## config.mk

```make
export PLATFORM = sky130hd
export DESIGN_NAME = serial_subtractor
export DESIGN_NICKNAME = d
export VERILOG_FILES = /design/src/rtl/serial_subtractor.sv
export SDC_FILE = /design/constraint.sdc
export NUM_CORES = 1
export LEC_CHECK = 0
export ABC_AREA = 1
export CAP_MARGIN = 5
export CELL_PAD_IN_SITES_DETAIL_PLACEMENT = 1
export CELL_PAD_IN_SITES_GLOBAL_PLACEMENT = 1
export CORE_ASPECT_RATIO = 2
export CORE_MARGIN = 2
export CORE_UTILIZATION = 28
export CTS_CLUSTER_SIZE = 20
export DETAILED_ROUTE_END_ITERATION = 16
export PLACE_DENSITY = 0.66
export SLEW_MARGIN = 10
export SYNTH_ARGS = -nofsm -noshare
export SYNTH_HDL_FRONTEND = slang
export SYNTH_SLANG_ARGS = --single-unit
```

## constraint.sdc

```tcl
create_clock -name clk -period 1.1 [get_ports clk]
set_input_delay 0.11 -clock clk [delete_from_list [all_inputs] [get_ports clk]]
set_output_delay 0.11 -clock clk [all_outputs]
set_load 0.005 [all_outputs]
```

## src/rtl/serial_subtractor.sv

```systemverilog
// Bit-serial two's-complement subtractor: diff = a - b, one bit per clock, LSB first.
// Optional signed-overflow flag enabled by defining SERIAL_SUB_OVF_EN.
module serial_subtractor #(
    parameter int WIDTH = 8
) (
    input  logic             clk,
    input  logic             rst,
    input  logic             start,
    input  logic [WIDTH-1:0] a,
    input  logic [WIDTH-1:0] b,
    output logic             busy,
    output logic             done,
    output logic [WIDTH-1:0] diff,
    output logic             borrow_out
`ifdef SERIAL_SUB_OVF_EN
   ,output logic             ovf
`endif
);

    localparam int CNT_W = (WIDTH > 1) ? $clog2(WIDTH) : 1;

    typedef enum logic [1:0] {
        IDLE  = 2'd0,
        SHIFT = 2'd1,
        DONE  = 2'd2
    } state_t;

    state_t           state_r;
    state_t           state_next_s;
    logic [WIDTH-1:0] a_sr_r;
    logic [WIDTH-1:0] b_sr_r;
    logic [WIDTH-1:0] d_sr_r;
    logic [WIDTH-1:0] d_sr_next_s;
    logic             borrow_r;
    logic [CNT_W-1:0] cnt_r;
    logic             d_s;
    logic             borrow_next_s;
    logic             last_s;
`ifdef SERIAL_SUB_OVF_EN
    logic             a_msb_r;
    logic             b_msb_r;
`endif

    // One full-subtractor slice; result packed as {borrow_out, difference}.
    function automatic logic [1:0] full_sub(input logic ai, input logic bi, input logic bin);
        full_sub = {(~ai & bi) | (~(ai ^ bi) & bin), ai ^ bi ^ bin};
    endfunction

    // Slice evaluation and next value of the result shift register.
    always_comb begin
        {borrow_next_s, d_s} = full_sub(a_sr_r[0], b_sr_r[0], borrow_r);
        d_sr_next_s          = (d_sr_r >> 1) | (WIDTH'(d_s) << (WIDTH - 1));
        last_s               = (cnt_r == CNT_W'(WIDTH - 1));
    end

    // Next-state logic.
    always_comb begin
        state_next_s = state_r;
        case (state_r)
            IDLE: begin
                if (start) begin
                    state_next_s = SHIFT;
                end else begin
                    state_next_s = IDLE;
                end
            end
            SHIFT: begin
                if (last_s) begin
                    state_next_s = DONE;
                end else begin
                    state_next_s = SHIFT;
                end
            end
            DONE:    state_next_s = IDLE;
            default: state_next_s = IDLE;
        endcase
    end

    // State register.
    always_ff @(posedge clk) begin
        if (rst) begin
            state_r <= IDLE;
        end else begin
            state_r <= state_next_s;
        end
    end

    // Operand/result shift registers, borrow, bit counter and held results.
    always_ff @(posedge clk) begin
        if (rst) begin
            a_sr_r     <= '0;
            b_sr_r     <= '0;
            d_sr_r     <= '0;
            borrow_r   <= 1'b0;
            cnt_r      <= '0;
            diff       <= '0;
            borrow_out <= 1'b0;
`ifdef SERIAL_SUB_OVF_EN
            a_msb_r    <= 1'b0;
            b_msb_r    <= 1'b0;
            ovf        <= 1'b0;
`endif
        end else begin
            case (state_r)
                IDLE: begin
                    if (start) begin
                        a_sr_r   <= a;
                        b_sr_r   <= b;
                        borrow_r <= 1'b0;
                        cnt_r    <= '0;
`ifdef SERIAL_SUB_OVF_EN
                        a_msb_r  <= a[WIDTH-1];
                        b_msb_r  <= b[WIDTH-1];
`endif
                    end
                end
                SHIFT: begin
                    a_sr_r   <= a_sr_r >> 1;
                    b_sr_r   <= b_sr_r >> 1;
                    d_sr_r   <= d_sr_next_s;
                    borrow_r <= borrow_next_s;
                    cnt_r    <= cnt_r + CNT_W'(1);
                    if (last_s) begin
                        diff       <= d_sr_next_s;
                        borrow_out <= borrow_next_s;
`ifdef SERIAL_SUB_OVF_EN
                        // d_s is the result MSB on the final bit
                        ovf        <= (a_msb_r != b_msb_r) && (d_s != a_msb_r);
`endif
                    end
                end
                default: begin
                end
            endcase
        end
    end

    assign busy = (state_r == SHIFT);
    assign done = (state_r == DONE);

endmodule

```

==> summary.md, run 1 <==
| Metric | Value |
|---|---|
| Status | `complete, but fails checks` |
| Failing checks | `negative setup slack` |
| RSZ-0062 raised after global routing | `true` |
| Setup TNS | `-0.866 ns` |
| Crit path required time | `1.28 ns` |
| Clock sink total | `38` |
| Final ANT Viol Nets | `0` |
| Leakage | `1.32 nW` |
| Core area | `5960 um^2` |
| Yosys warns | `0` |
| Layout cells sized above 1 | `32.3%` |
| Clock skew | `0.00508 ns` |
| CP most frequent cell | `buf_6` |
| Root Buffer | `clkbuf_16` |
| WL/cell | `14.0 um` |
| P&R area growth vs syn | `61.3%` |
| CTS max path bufs | `2` |
| Placer congestion estimate | `0.723` |
| Post-synthesis sequential area ratio | `44.3%` |
| Syn_area_per_cell | `6.75 um^2` |
| Synth area leaders | `dfxtp_1 (44%), nand2_1 (19%), nor2_1 (11%)` |
| DP Area | `2220 um^2` |
| GRT Util Overall | `16.0%` |
| Setup crit end kind | `register` |
| Area leader, netlist | `dfxtp_1` |
| Die height | `115 um` |
| Post-route cell area | `2770 um^2` |
| FILL cells | `727` |
| Die area | `6810 um^2` |
| Clock-pin slew on the worst setup and hold paths | `0.06 ns` |
| Max cap viols | `0` |
| DR pass1 iterations | `4` |
| CP max stage delay | `0.38 ns` |
| CTS tree | `built` |
| H-tree depth | `2` |
| Worst VDD drop | `0.730 mV` |
| Post-synth top cells | `nand2_1 (85), nor2_1 (50), dfxtp_1 (38), nand3_1 (23), inv_1 (21)` |
| CP max-delay cell | `dfxtp_4` |
| Post-synth top flop | `dfxtp_1` |
| Hold slack final | `0.446 ns` |
| Largest net degree at the start of global routing | `26` |
| Flops & latches, synth | `38` |
| Tcrit/Tclk final | `107%` |
| Number of setup violations in the final report | `27` |
| Total grt overflow | `0` |
| Worst skew pair latency | `0.28 ns` |
| Row count | `40` |
| Hold Buf Count CTS | `0` |
| Async set-reset flop share out of synthesis | `0%` |
| First-pass GRT wire length | `8.14 mm` |
| # IOs | `30` |
| Yosys top cell area share | `44.3%` |
| Final nets | `331` |
| Die width | `59.3 um` |
| Cts bufs inserted | `5` |
| CP startpoint kind | `register` |
| Most frequent cell after synthesis | `nand2_1` |
| Final hold vios | `0` |
| Fin cells | `373` |
| Pwr Density | `1500 nW/um^2` |
| Final max-slew violation count | `0` |
| DRC Markers | `0` |
| Initial antenna violation count | `0` |
| Mapped cell area | `1720 um^2` |
| Diodes inserted | `0` |
| Critical path arrival | `1.36 ns` |
| Synthesized net count | `276` |
| Worst Setup Path Type | `reg -> reg` |
| Max Fanout on Critical Path | `5` |
| PnR worst setup slack | `-0.0808 ns` |
| Initial core utilization | `28.8%` |
| Routed WL | `5.21 mm` |
| Cell count after synthesis | `254` |
| Crit-path cells | `inv_4 -> buf_6 -> o21ai_4 -> buf_6 -> clkbuf_16 -> nand2_4 -> nand2_2 -> nor2_1` |
| Tmin final | `1.18 ns` |
| HP Class | `in -> reg` |
| PortBufs | `29` |
| Hpwl dp | `3.24 mm` |
| Via count | `1764` |
| Max Clock Freq | `0.847 GHz` |
| PnR Total Power | `4.14 mW` |
| Vias per cell | `4.73` |
| Vias in the first global route | `1789` |
| Rel. slew slack | `86.4%` |
| Worst Tran Pin Value | `0.202 ns` |
| Initial DRC Count | `24` |
| Yosys cell types | `17` |
| Cell total after placement | `355` |
| Number of flops mapped to enable cells by yosys | `0` |
[final timing paths]
check	endpoint	depth (start not counted)	from	slack [ns]
max	a_sr_r[0]	8	state_r[1]	-0.08
min	b_sr_r[7]	3	b[7]	0.45
max reg2reg	a_sr_r[0]	8	state_r[1]	-0.08
min reg2reg	diff[6]	2	diff[6]	0.46
[metrics by stage]
stage | util (%) | setup slack, ns
global placement | 37.2 | -0.113
detailed placement | 37.2 | -0.136
CTS | 42.8 | -0.0595
global route | 46.4 | -0.150
finish | 46.4 | -0.0808
floorplan | - | 0.000471
[timing repair]
item	CTS	global route
gates cloned	1	1
setup buffers	6	2
gates resized for setup	38	61
pin swaps	10	21
endpoints found under the setup margin	47	39
[state kept, by name, summed over array words and instances, names as in the netlist]
name	flops
b_sr_r	8
borrow_r	1
state_r	2
a_sr_r	8
borrow_out	1
cnt_r	3
diff	8
d_sr_r	7
[critical path, delay by kind of cell, from the launching register on]
| kind | cells | cell delay (ns) |
|---|---|---|
| AOI/OAI and AO/OA | 1 | 0.06 |
| buffers and inverters | 4 | 0.49 |
| DFF | 1 | 0.38 |
| and+or+nand+nor | 3 | 0.14 |
[routing by layer]
layer | track usage, % | up-vias | part of all wire (%)
met5 | 0 | - | 0
met4 | 6.82 | 0 | 1.9
met3 | 2.71 | 8 | 2.4
met2 | 30.1 | 32 | 60
met1 | 16.2 | 847 | 35
li1 | - | 877 | -
[cells by family (layout without fill, tap and decap cells)]
group,count (synthesis),after routing,share of synthesized area [%]
adder cells (fa/ha/maj),3,3,2.63
AND/OR/NAND/NOR,161,161,37.9
buffers and inverters,37,93,10.1
flip-flops,38,38,44.3
AO/OA/AOI/OAI,15,15,5.03
[layout make-up]
class / count / area, um^2 / area share [%]
multi-input cells: 179 / 983 / 35.5
flip-flops and latches: 38 / 771 / 27.9
repair buffers: 62 / 646 / 23.3
clock buffers: 6 / 139 / 5.02
inverters: 23 / 88.8 / 3.21
well taps: 63 / 78.8 / 2.85
clock inverters: 2 / 60.1 / 2.17
[cells in the final DEF (no fill, tap or decap), types with 3 or more instances in the layout]
cell type	count
nand2_1	63
nor2_2	8
buf_4	17
dfxtp_2	5
inv_1	18
nor2_1	39
buf_6	9
clkdlybuf4s50_1	18
nand3_1	23
o21ai_1	3
clkbuf_16	6
a21oi_2	6
nor2_4	5
nand2_4	8
dlygate4sd2_1	9
o21ai_0	5
inv_2	4
buf_12	4
nand2_2	14
dfxtp_1	32
[report_power, final]
part           switching, mW  total (mW)  internal [mW]
Combinational          0.356       0.691          0.335
Clock                  0.568        1.93           1.36
Sequential            0.0607        1.52           1.46
Total                  0.985        4.14           3.16
(Power assumes the default switching activity.)
==> inputs of run 2 (changes only) <==
- CORE_ASPECT_RATIO: 2 -> 1.5
==> run 2 against run 1 <==
Sequential share of layout area is 2.5 points higher. The run still ends with negative setup slack left. Total power is 20% lower. Clock skew hardly changed. Highest routed layer unchanged. Hold slack worse by 0.0050 ns. Clock-buffer cell count is 1 lower. Die area is 0.36% lower. Register-to-register slack hardly changed.
==> summary.md, run 2 (same netlist as run 1, synthesis figures left out) <==
| Metric | Value |
|---|---|
| Status | `complete, but fails checks` |
| Failing checks | `negative setup slack` |
| First-pass GRT wire length | `8.33 mm (+2.4%)` |
| Initial core utilization | `29.2% (+0.42 points)` |
| Max Fanout on Critical Path | `2 (-3)` |
| Max Clock Freq | `0.849 GHz (+0.29%)` |
| PnR Total Power | `3.30 mW (-20%)` |
| Number of setup violations in the final report | `29 (+7.4%)` |
| Worst skew pair latency | `0.29 ns (about the same)` |
| Hold Buf Count CTS | `0 (unchanged)` |
| # IOs | `30 (unchanged)` |
| Worst Tran Pin Value | `0.233 ns (+0.0315 ns)` |
| FF-to-FF End | `d_sr_r[7]` |
| DRC Markers | `0 (unchanged)` |
| Root Buffer | `clkbuf_8` |
| Crit path required time | `1.28 ns (about the same)` |
| Cts bufs inserted | `5 (unchanged)` |
| Worst VDD drop | `0.595 mV (-19%)` |
| Routed WL | `4.75 mm (-8.8%)` |
| Largest net degree at the start of global routing | `26 (unchanged)` |
| Row count | `34 (-15%)` |
| GRT Util Overall | `16.1% (+0.13 points)` |
| Most common cell after layout, fill and taps aside | `nand2_1` |
| PnR worst setup slack | `-0.0775 ns (+0.00336 ns)` |
| Final max-slew violation count | `0 (unchanged)` |
| H-tree depth | `2 (unchanged)` |
| Setup crit end kind | `register` |
| Place WS | `-0.143 ns (-0.00651 ns)` |
| CP startpoint kind | `register` |
| Die area | `6780 um^2 (-0.36%)` |
| Die height | `99.9 um (-13%)` |
| Most frequent cells in the layout | `nand2_1 (71), nor2_1 (42), dfxtp_1 (25), nand3_1 (23), inv_1 (19)` |
| Hpwl dp | `3.00 mm (-7.3%)` |
| Start point of the worst hold path | `b[7]` |
| Hold endpoint | `b_sr_r[7]` |
| Worst Setup Path Type | `reg -> reg` |
| Max cap viols | `0 (unchanged)` |
| Sequential cell area | `779 um^2 (+1.1%)` |
| Tcrit/Tclk final | `107% (-0.31 points)` |
| Pwr Density | `1290 nW/um^2 (-14%)` |
| Via count | `1727 (-2.1%)` |
| P&R area growth vs syn | `49.5%` |
| Initial antenna violation count | `0 (unchanged)` |
| Vias per cell | `4.52 (-4.4%)` |
| FILL cells | `730 (+0.41%)` |
| Initial DRC Count | `76 (+220%)` |
| DR pass1 iterations | `3 (-1)` |
| Vias in the first global route | `1834 (+2.5%)` |
| Final hold vios | `0 (unchanged)` |
| Clock skew | `0.00466 ns (-0.000423 ns)` |
| Final nets | `331 (unchanged)` |
| Hold path depth | `3 (unchanged)` |
| R2r startpoint | `b_sr_r[0]` |
| Critical path arrival | `1.36 ns (about the same)` |
| Placer congestion estimate | `0.752 (+4.0%)` |
| Worst reg-to-reg setup slack | `-0.08 ns (about the same)` |
| Clock sink total | `38 (unchanged)` |
| Leakage | `1.21 nW (-8.0%)` |
| Layout cells sized above 1 | `29.0% (-3.2 points)` |
| Total grt overflow | `0 (unchanged)` |
| HP Class | `in -> reg` |
| Clock-pin slew on the worst setup and hold paths | `0.08 ns (+0.02 ns)` |
| CTS max path bufs | `2 (unchanged)` |
| Tmin final | `1.18 ns (-0.00336 ns)` |
| Reg2reg path depth | `4 (-4)` |
| WL/cell | `12.4 um (-11%)` |
| CTS tree | `built` |
| Core area | `5870 um^2 (-1.4%)` |
| Diodes inserted | `0 (unchanged)` |
| PortBufs | `29 (unchanged)` |
| Die width | `67.9 um (+14%)` |
| RSZ-0062 raised after global routing | `true` |
| Top Registers | `a_sr_r (8), b_sr_r (8), diff (8)` |
| Rel. slew slack | `84.4% (-2.0 points)` |
| Multi-input logic area | `898 um^2 (-8.7%)` |
| Final ANT Viol Nets | `0 (unchanged)` |
[run 2: cell count changes in the layout (fill, tap and decap cells not counted), moves of 3 or more]
cell,previous run,this run
clkbuf_8,1,5
clkbuf_16,6,0
buf_12,4,1
dfxtp_2,5,12
a21oi_2,6,2
nand2_1,63,71
dfxtp_1,32,25
buf_6,9,16
nor2_1,39,42
nand2_4,8,1
a21oi_1,0,4
[run 2: metal layers]
layer	global-route usage, %	vias to the layer above	routed length, um
met4	5.85	0	141
met3	3.14	12	155
met1	17.6	800	1910
met5	0	-	0
met2	29.7	35	2550
li1	-	880	-
[run 2: through the flow]
stage | util (%) | std cells | setup TNS, ns | hold slack (ns) | area, um^2
after floorplan | - | 254 | 0 | 0.257 | 1720
after global placement | 37.6 | 361 | -2.77 | 0.446 | 2200
after detailed placement | 37.6 | 361 | -3.57 | 0.449 | 2200
after CTS | 43.2 | 382 | -0.753 | 0.416 | 2540
after global routing | 43.7 | 382 | -2.84 | 0.446 | 2560
final | 43.7 | 382 | -0.980 | 0.441 | 2560
[run 2: power breakdown]
group	total, mW	internal, mW	switching (mW)
combinational	0.607	0.295	0.312
clock	1.18	0.668	0.516
sequential	1.51	1.46	0.0539
total	3.30	2.42	0.882
[run 2: timing repair]
item / CTS / global route
pin swaps: 17 / 18
gates cloned: 2 / 0
gates resized for setup: 56 / 33
setup buffers: 12 / 3
endpoints found under the setup margin: 48 / 40
[run 2: worst max-delay path by stage]
stage,depth (start not counted),endpoint,start
finish,4,d_sr_r[7],b_sr_r[0]
global route,6,a_sr_r[6],state_r[0]
CTS,3,done,state_r[0]
detailed placement,6,diff[1],cnt_r[0]
global placement,3,done,state_r[1]
floorplan,7,diff[0],cnt_r[0]
[run 2: worst max-delay path, cell delays in order, from the launching register on]
cell and delay [ns]:
dfxtp_2 0.33, inv_2 0.04, fa_1 0.48, o21ai_1 0.17, nor2_1 0.06
[run 2: layout make-up]
| type | instances | area share (%) |
|---|---|---|
| inverters | 23 | 3.46 |
| clock buffers | 5 | 2.68 |
| multi-input cells | 179 | 35.0 |
| clock inverters | 3 | 1.56 |
| flip-flops and latches | 38 | 30.4 |
| well taps | 72 | 3.51 |
| repair buffers | 62 | 23.4 |
